===== config.mk =====
export PLATFORM = sky130hd
export DESIGN_NAME = svpwm_gate_driver
export DESIGN_NICKNAME = d
export VERILOG_FILES = /design/src/rtl/svpwm_pkg.sv /design/src/rtl/svpwm_deadtime_leg.sv /design/src/rtl/svpwm_gate_driver.sv
export SDC_FILE = /design/constraint.sdc
export NUM_CORES = 1
export LEC_CHECK = 0
export ABC_AREA = 1
export CORE_MARGIN = 2
export CORE_UTILIZATION = 30
export DETAILED_ROUTE_END_ITERATION = 10
export PLACE_DENSITY = 0.55
export SLEW_MARGIN = 20
export SYNTH_ARGS = -nofsm -noshare
export SYNTH_HDL_FRONTEND = slang
export SYNTH_SLANG_ARGS = --single-unit
export TNS_END_PERCENT = 1

===== constraint.sdc =====
create_clock -name clk -period 4.51 [get_ports clk]
set_clock_uncertainty 0.15 [all_clocks]
set_input_delay 0.902 -clock clk [delete_from_list [all_inputs] [get_ports clk]]
set_output_delay 0.902 -clock clk [all_outputs]
set_load 0.02 [all_outputs]

===== src/rtl/svpwm_pkg.sv =====
// rtl/svpwm_pkg.sv - shared types, widths and helpers for the SVPWM gate driver
package svpwm_pkg;

    localparam int MOD_W = 16;

    typedef enum logic [1:0] {
        LEG_DEAD    = 2'b00,
        LEG_HIGH_ON = 2'b01,
        LEG_LOW_ON  = 2'b10
    } leg_state_t;

    localparam logic DIR_UP   = 1'b1;
    localparam logic DIR_DOWN = 1'b0;

    function automatic logic signed [MOD_W-1:0] clamp_mod(
        input logic signed [MOD_W-1:0] value,
        input logic signed [MOD_W-1:0] peak
    );
        if (value > peak) begin
            return peak;
        end else if (value < -peak) begin
            return -peak;
        end
        return value;
    endfunction

endpackage


===== src/rtl/svpwm_deadtime_leg.sv =====
// rtl/svpwm_deadtime_leg.sv - one inverter leg: complementary gates with dead-time insertion
module svpwm_deadtime_leg
    import svpwm_pkg::*;
#(
    parameter int DEAD_CYCLES = 50
) (
    input  logic clk,
    input  logic reset,
    input  logic enable,
    input  logic cmd,
    input  logic fault_force,
    output logic gate_h,
    output logic gate_l
);

    localparam int CNT_W = (DEAD_CYCLES > 1) ? $clog2(DEAD_CYCLES) : 1;
    localparam logic [CNT_W-1:0] CNT_RELOAD = CNT_W'(DEAD_CYCLES - 1);
    localparam logic [CNT_W-1:0] CNT_ONE    = CNT_W'(1);

    leg_state_t       state;
    logic [CNT_W-1:0] dead_cnt;

    // Gates only turn on out of DEAD, so both sides can never be high together.
    always_ff @(posedge clk or posedge reset) begin
        if (reset) begin
            state    <= LEG_DEAD;
            dead_cnt <= CNT_RELOAD;
            gate_h   <= 1'b0;
            gate_l   <= 1'b0;
        end else if (fault_force) begin
            state    <= LEG_DEAD;
            dead_cnt <= CNT_RELOAD;
            gate_h   <= 1'b0;
            gate_l   <= 1'b0;
        end else if (enable) begin
            case (state)
                LEG_HIGH_ON: begin
                    if (!cmd) begin
                        state    <= LEG_DEAD;
                        dead_cnt <= CNT_RELOAD;
                        gate_h   <= 1'b0;
                    end
                end
                LEG_LOW_ON: begin
                    if (cmd) begin
                        state    <= LEG_DEAD;
                        dead_cnt <= CNT_RELOAD;
                        gate_l   <= 1'b0;
                    end
                end
                LEG_DEAD: begin
                    if (dead_cnt != '0) begin
                        dead_cnt <= dead_cnt - CNT_ONE;
                    end else if (cmd) begin
                        state  <= LEG_HIGH_ON;
                        gate_h <= 1'b1;
                    end else begin
                        state  <= LEG_LOW_ON;
                        gate_l <= 1'b1;
                    end
                end
                default: begin
                    state    <= LEG_DEAD;
                    dead_cnt <= CNT_RELOAD;
                    gate_h   <= 1'b0;
                    gate_l   <= 1'b0;
                end
            endcase
        end
    end

endmodule


===== src/rtl/svpwm_gate_driver.sv =====
// rtl/svpwm_gate_driver.sv - triangular-carrier SVPWM comparator and gate driver (optional SVPWM_FAULT_EN)
module svpwm_gate_driver
    import svpwm_pkg::*;
#(
    parameter int CARRIER_PEAK = 3125,
    parameter int DEAD_CYCLES  = 50
) (
    input  logic                    clk,
    input  logic                    reset,
    input  logic                    clk_enable,
    input  logic signed [MOD_W-1:0] mod_a,
    input  logic signed [MOD_W-1:0] mod_b,
    input  logic signed [MOD_W-1:0] mod_c,
`ifdef SVPWM_FAULT_EN
    input  logic                    fault,
    output logic                    fault_latched,
`endif
    output logic                    gate_ah,
    output logic                    gate_al,
    output logic                    gate_bh,
    output logic                    gate_bl,
    output logic                    gate_ch,
    output logic                    gate_cl,
    output logic signed [MOD_W-1:0] carrier,
    output logic                    valley_sync,
    output logic                    ce_out
);

    localparam logic signed [MOD_W-1:0] PEAK  = MOD_W'(CARRIER_PEAK);
    localparam logic signed [MOD_W-1:0] NPEAK = -PEAK;
    localparam logic signed [MOD_W-1:0] ONE   = MOD_W'(1);

    logic                    dir;
    logic                    dir_nxt;
    logic signed [MOD_W-1:0] carrier_nxt;
    logic signed [MOD_W-1:0] act_a;
    logic signed [MOD_W-1:0] act_b;
    logic signed [MOD_W-1:0] act_c;
    logic [2:0]              cmd_r;
    logic                    fault_force;

    assign ce_out = clk_enable;

    // Each extreme is visited for exactly one clock before turning around.
    always_comb begin
        carrier_nxt = carrier;
        dir_nxt     = dir;
        if (carrier == PEAK) begin
            carrier_nxt = PEAK - ONE;
            dir_nxt     = DIR_DOWN;
        end else if (carrier == NPEAK) begin
            carrier_nxt = NPEAK + ONE;
            dir_nxt     = DIR_UP;
        end else if (dir == DIR_UP) begin
            carrier_nxt = carrier + ONE;
        end else begin
            carrier_nxt = carrier - ONE;
        end
    end

    always_ff @(posedge clk or posedge reset) begin
        if (reset) begin
            carrier     <= NPEAK;
            dir         <= DIR_UP;
            valley_sync <= 1'b0;
            act_a       <= '0;
            act_b       <= '0;
            act_c       <= '0;
            cmd_r       <= '0;
        end else if (clk_enable) begin
            carrier     <= carrier_nxt;
            dir         <= dir_nxt;
            valley_sync <= (carrier_nxt == NPEAK);
            cmd_r[0]    <= (act_a > carrier);
            cmd_r[1]    <= (act_b > carrier);
            cmd_r[2]    <= (act_c > carrier);
            // Compare values only change at the valley so each carrier period sees one duty.
            if (carrier == NPEAK) begin
                act_a <= clamp_mod(mod_a, PEAK);
                act_b <= clamp_mod(mod_b, PEAK);
                act_c <= clamp_mod(mod_c, PEAK);
            end
        end
    end

`ifdef SVPWM_FAULT_EN
    logic fault_s1;
    logic fault_s2;

    always_ff @(posedge clk or posedge reset) begin
        if (reset) begin
            fault_s1      <= 1'b0;
            fault_s2      <= 1'b0;
            fault_latched <= 1'b0;
        end else begin
            fault_s1 <= fault;
            fault_s2 <= fault_s1;
            if (fault_s2) begin
                fault_latched <= 1'b1;
            end
        end
    end

    assign fault_force = fault_s2 | fault_latched;
`else
    assign fault_force = 1'b0;
`endif

    svpwm_deadtime_leg #(.DEAD_CYCLES(DEAD_CYCLES)) u_leg_a (
        .clk         (clk),
        .reset       (reset),
        .enable      (clk_enable),
        .cmd         (cmd_r[0]),
        .fault_force (fault_force),
        .gate_h      (gate_ah),
        .gate_l      (gate_al)
    );

    svpwm_deadtime_leg #(.DEAD_CYCLES(DEAD_CYCLES)) u_leg_b (
        .clk         (clk),
        .reset       (reset),
        .enable      (clk_enable),
        .cmd         (cmd_r[1]),
        .fault_force (fault_force),
        .gate_h      (gate_bh),
        .gate_l      (gate_bl)
    );

    svpwm_deadtime_leg #(.DEAD_CYCLES(DEAD_CYCLES)) u_leg_c (
        .clk         (clk),
        .reset       (reset),
        .enable      (clk_enable),
        .cmd         (cmd_r[2]),
        .fault_force (fault_force),
        .gate_h      (gate_ch),
        .gate_l      (gate_cl)
    );

endmodule


==> summary.md <==
| Metric | Value |
|---|---|
| Status | `complete, no violations` |
| Proportion of layout cells with a drive suffix above 1 | `0.0565` |
| Maxcap violations | `0` |
| H-Tree Depth | `3` |
| Seq/Total Area, Yosys | `0.364` |
| Post-Syn Instances | `945` |
| P_leak | `4.13 nW` |
| Clock Pin Slew Worst Setup and Hold Paths | `0.06 ns` |
| Most common cell in the netlist | `nand2_1` |
| IO Count | `75` |
| Net Count, Synth | `1065` |
| Die H | `~160 µm` |
| Number of distinct library cells after synthesis | `40` |
| Main flop type after synthesis | `dfrtp_1` |
| Global route total overflow | `0` |
| WHS Path Cells | `2` |
| Post-CTS setup repair buffer count | `0` |
| Area growth syn-to-layout | `19.5%` |
| CP Data Arrival Time | `2.27 ns` |
| Sink of the worst hold path | `act_a[13]` |
| Drt via density | `4.83` |
| Worst-skew pair later-pin latency | `0.35 ns` |
| Wirelength, routed | `18200 µm` |
| Post-CTS sizing | `0` |
| Drt pass-1 iters | `4` |
| Total chip power | `approximately 4.2 mW` |
| Max VDD drop | `0.188 mV` |
| Commonest cells post-synth | `nand2_1 (282), inv_1 (121), dfrtp_1 (78), nor2_1 (78), ha_1 (68)` |
| TritonCTS Buffers | `9` |
| Final-report setup violation count | `0` |
| Leading area contributor after synthesis | `dfrtp_1` |
| Rows | `55` |
| Routed wire per std cell | `between 10 and 15 µm` |
| Yosys reg bits | `99` |
| Final nets | `1142` |
| Endpoint class of the critical path | `primary output` |
| Cts-stage hold buffer count | `0` |
| HPWL after detailed placement | `13900 µm` |
| Mean Syn Cell Area | `7.27 µm²` |
| # diodes | `0` |
| CP max FO | `23` |
| Drt drc | `0` |
| Synth Cell Area | `6870 µm²` |
| Port bufs | `74` |
| Reg-to-Reg Start | `carrier[0]` |
| Hold WS | `0.329 ns` |
| Vias in the first global route | `6078` |
| Final ANT Viol Nets | `0` |
| Worst path required time | `between 3 and 4 ns` |
| Async set or reset register ratio after synthesis | `1.00` |
| Synth Warn # | `0` |
| Initial DRC Count | `between 400 and 500` |
| Hold wc startpoint | `act_a[13]` |
| Reg2Reg Depth | `11` |
| Top cells by area, synth | `dfrtp_1 (28%), nand2_1 (15%), ha_1 (12%)` |
| Register-to-register setup slack | `approximately 1.5 ns` |
| Final hold vios | `0` |
| Final period util | `0.736` |
| Startpoint Class | `primary input` |
| Fmax | `0.301 GHz` |
| Fin. max-slew vios | `0` |
| Post-synth top area share | `0.284` |
| Die Area | `about 24000 µm²` |
| Maximum buffer depth of the clock tree | `2` |
| Period minus WS final | `3.32 ns` |
| RSZ-0062 raised after global routing | `false` |
| DIE WIDTH | `155 µm` |
| Reg2Reg Capture Point | `act_c[11]` |
| Worst hold path class | `reg2reg` |
| Slew @ Worst Pin | `approximately 0.73 ns` |
| Setup TNS | `0 ns` |
| CTS tree | `done` |
| CP Class | `in2out` |
| Initial antenna violation count | `0` |
| First-pass GRT wire length | `30600 µm` |
| CTS root buffer | `clkbuf_16` |
| Power density over cell area | `511 nW/µm²` |
| Core Box Area | `22600 µm²` |
| Starting Density | `0.304` |
| Post-synth EDFFs | `0` |
| Clk sinks | `99` |
| Largest net degree at the start of global routing | `56` |
| GRT Total Usage | `0.157` |
| GP Congestion | `around 0.83` |
| DR vias | `6338` |
| Max_slew headroom | `0.514` |
flip-flops by register name, summed over array words and instances (netlist names):
name              flops
u_leg_c.gate_l        1
act_a                16
cmd_r                 3
u_leg_b.dead_cnt      6
valley_sync           1
act_b                16
u_leg_c.state         2
dir                   1
u_leg_a.gate_h        1
carrier              16
act_c                16
u_leg_a.gate_l        1
u_leg_b.gate_h        1
u_leg_c.dead_cnt      6
u_leg_c.gate_h        1
u_leg_a.dead_cnt      6
u_leg_b.state         2
u_leg_a.state         2
u_leg_b.gate_l        1
critical path, stage by stage:
cell and delay (ns):
clkdlybuf4s50_1 0.45, buf_4 0.26, clkdlybuf4s50_1 0.65
per-stage QoR:
stage / instances / worst slack [ns] / utilization / instance area [µm²]
2_1_floorplan: 945 / 0.902 / - / 6870
3_3_place_gp: 1296 / 0.938 / 0.352 / 7940
3_5_place_dp: 1296 / 0.841 / 0.352 / 7940
4_1_cts: 1312 / 1.18 / 0.364 / 8210
5_1_grt: 1312 / 1.01 / 0.364 / 8210
6_report: 1312 / 1.19 / 0.364 / 8210
routing by layer:
layer / vias to the layer above / wire length, µm / track usage
met3: 18 / 872 / 0.0192
li1: 3280 / - / -
met1: 2918 / 8890 / 0.223
met5: - / 0 / 0
met2: 122 / 8150 / 0.254
met4: 0 / 243 / 0.0411
final cells by class:
class | count | area, µm²
repair buffers | 78 | 771
well taps | 285 | 357
clock inverters | 1 | 7.51
flip-flops and latches | 99 | 2500
fillers | 2409 | 14400
inverters | 132 | 498
multi-input cells | 702 | 3810
clock buffers | 15 | 268
cells by family after synthesis:
family	Yosys count	synth area share
AND/OR/NAND/NOR	475	0.289
AO/OA/AOI/OAI	154	0.133
buffers and inverters	144	0.0818
flip-flops	99	0.364
adder cells (fa/ha/maj)	69	0.127
XOR/XNOR	4	0.00510
cell usage in the layout, fill, tap and decap left out, drive strengths merged, types with 3 or more instances in the layout:
cell type and count:
xor2 4, a21boi 3, and2 3, nor2 80, a21oi 51, o21ai 60, nand2 283, o31ai 5
nor3 16, inv 132, a31oi 3, a2bb2oi 17, clkdlybuf4s50 74, nand3 64, buf 4, nor4 6
o211ai 4, dfrtp 78, nand4 15, ha 68, dfstp 21, or2 4, clkbuf 15
report_power, final:
group	internal [mW]	switching (mW)	leakage (nW)	total, mW
registers	1.16	0.227	1.20	1.39
clock network	0.406	0.331	0.130	0.737
logic	0.778	1.29	2.80	2.07
worst max path at each step:
stage                from        end  slack (ns)  cells past startpoint
2_1_floorplan       reset   act_a[0]        0.90                      1
3_3_place_gp   clk_enable  act_c[11]        0.94                      9
3_5_place_dp   clk_enable  act_c[11]        0.84                      9
4_1_cts        clk_enable     ce_out        1.18                      3
5_1_grt        clk_enable  act_c[11]        1.01                      9
6_report       clk_enable     ce_out        1.19                      3
(Power assumes the default switching activity.)
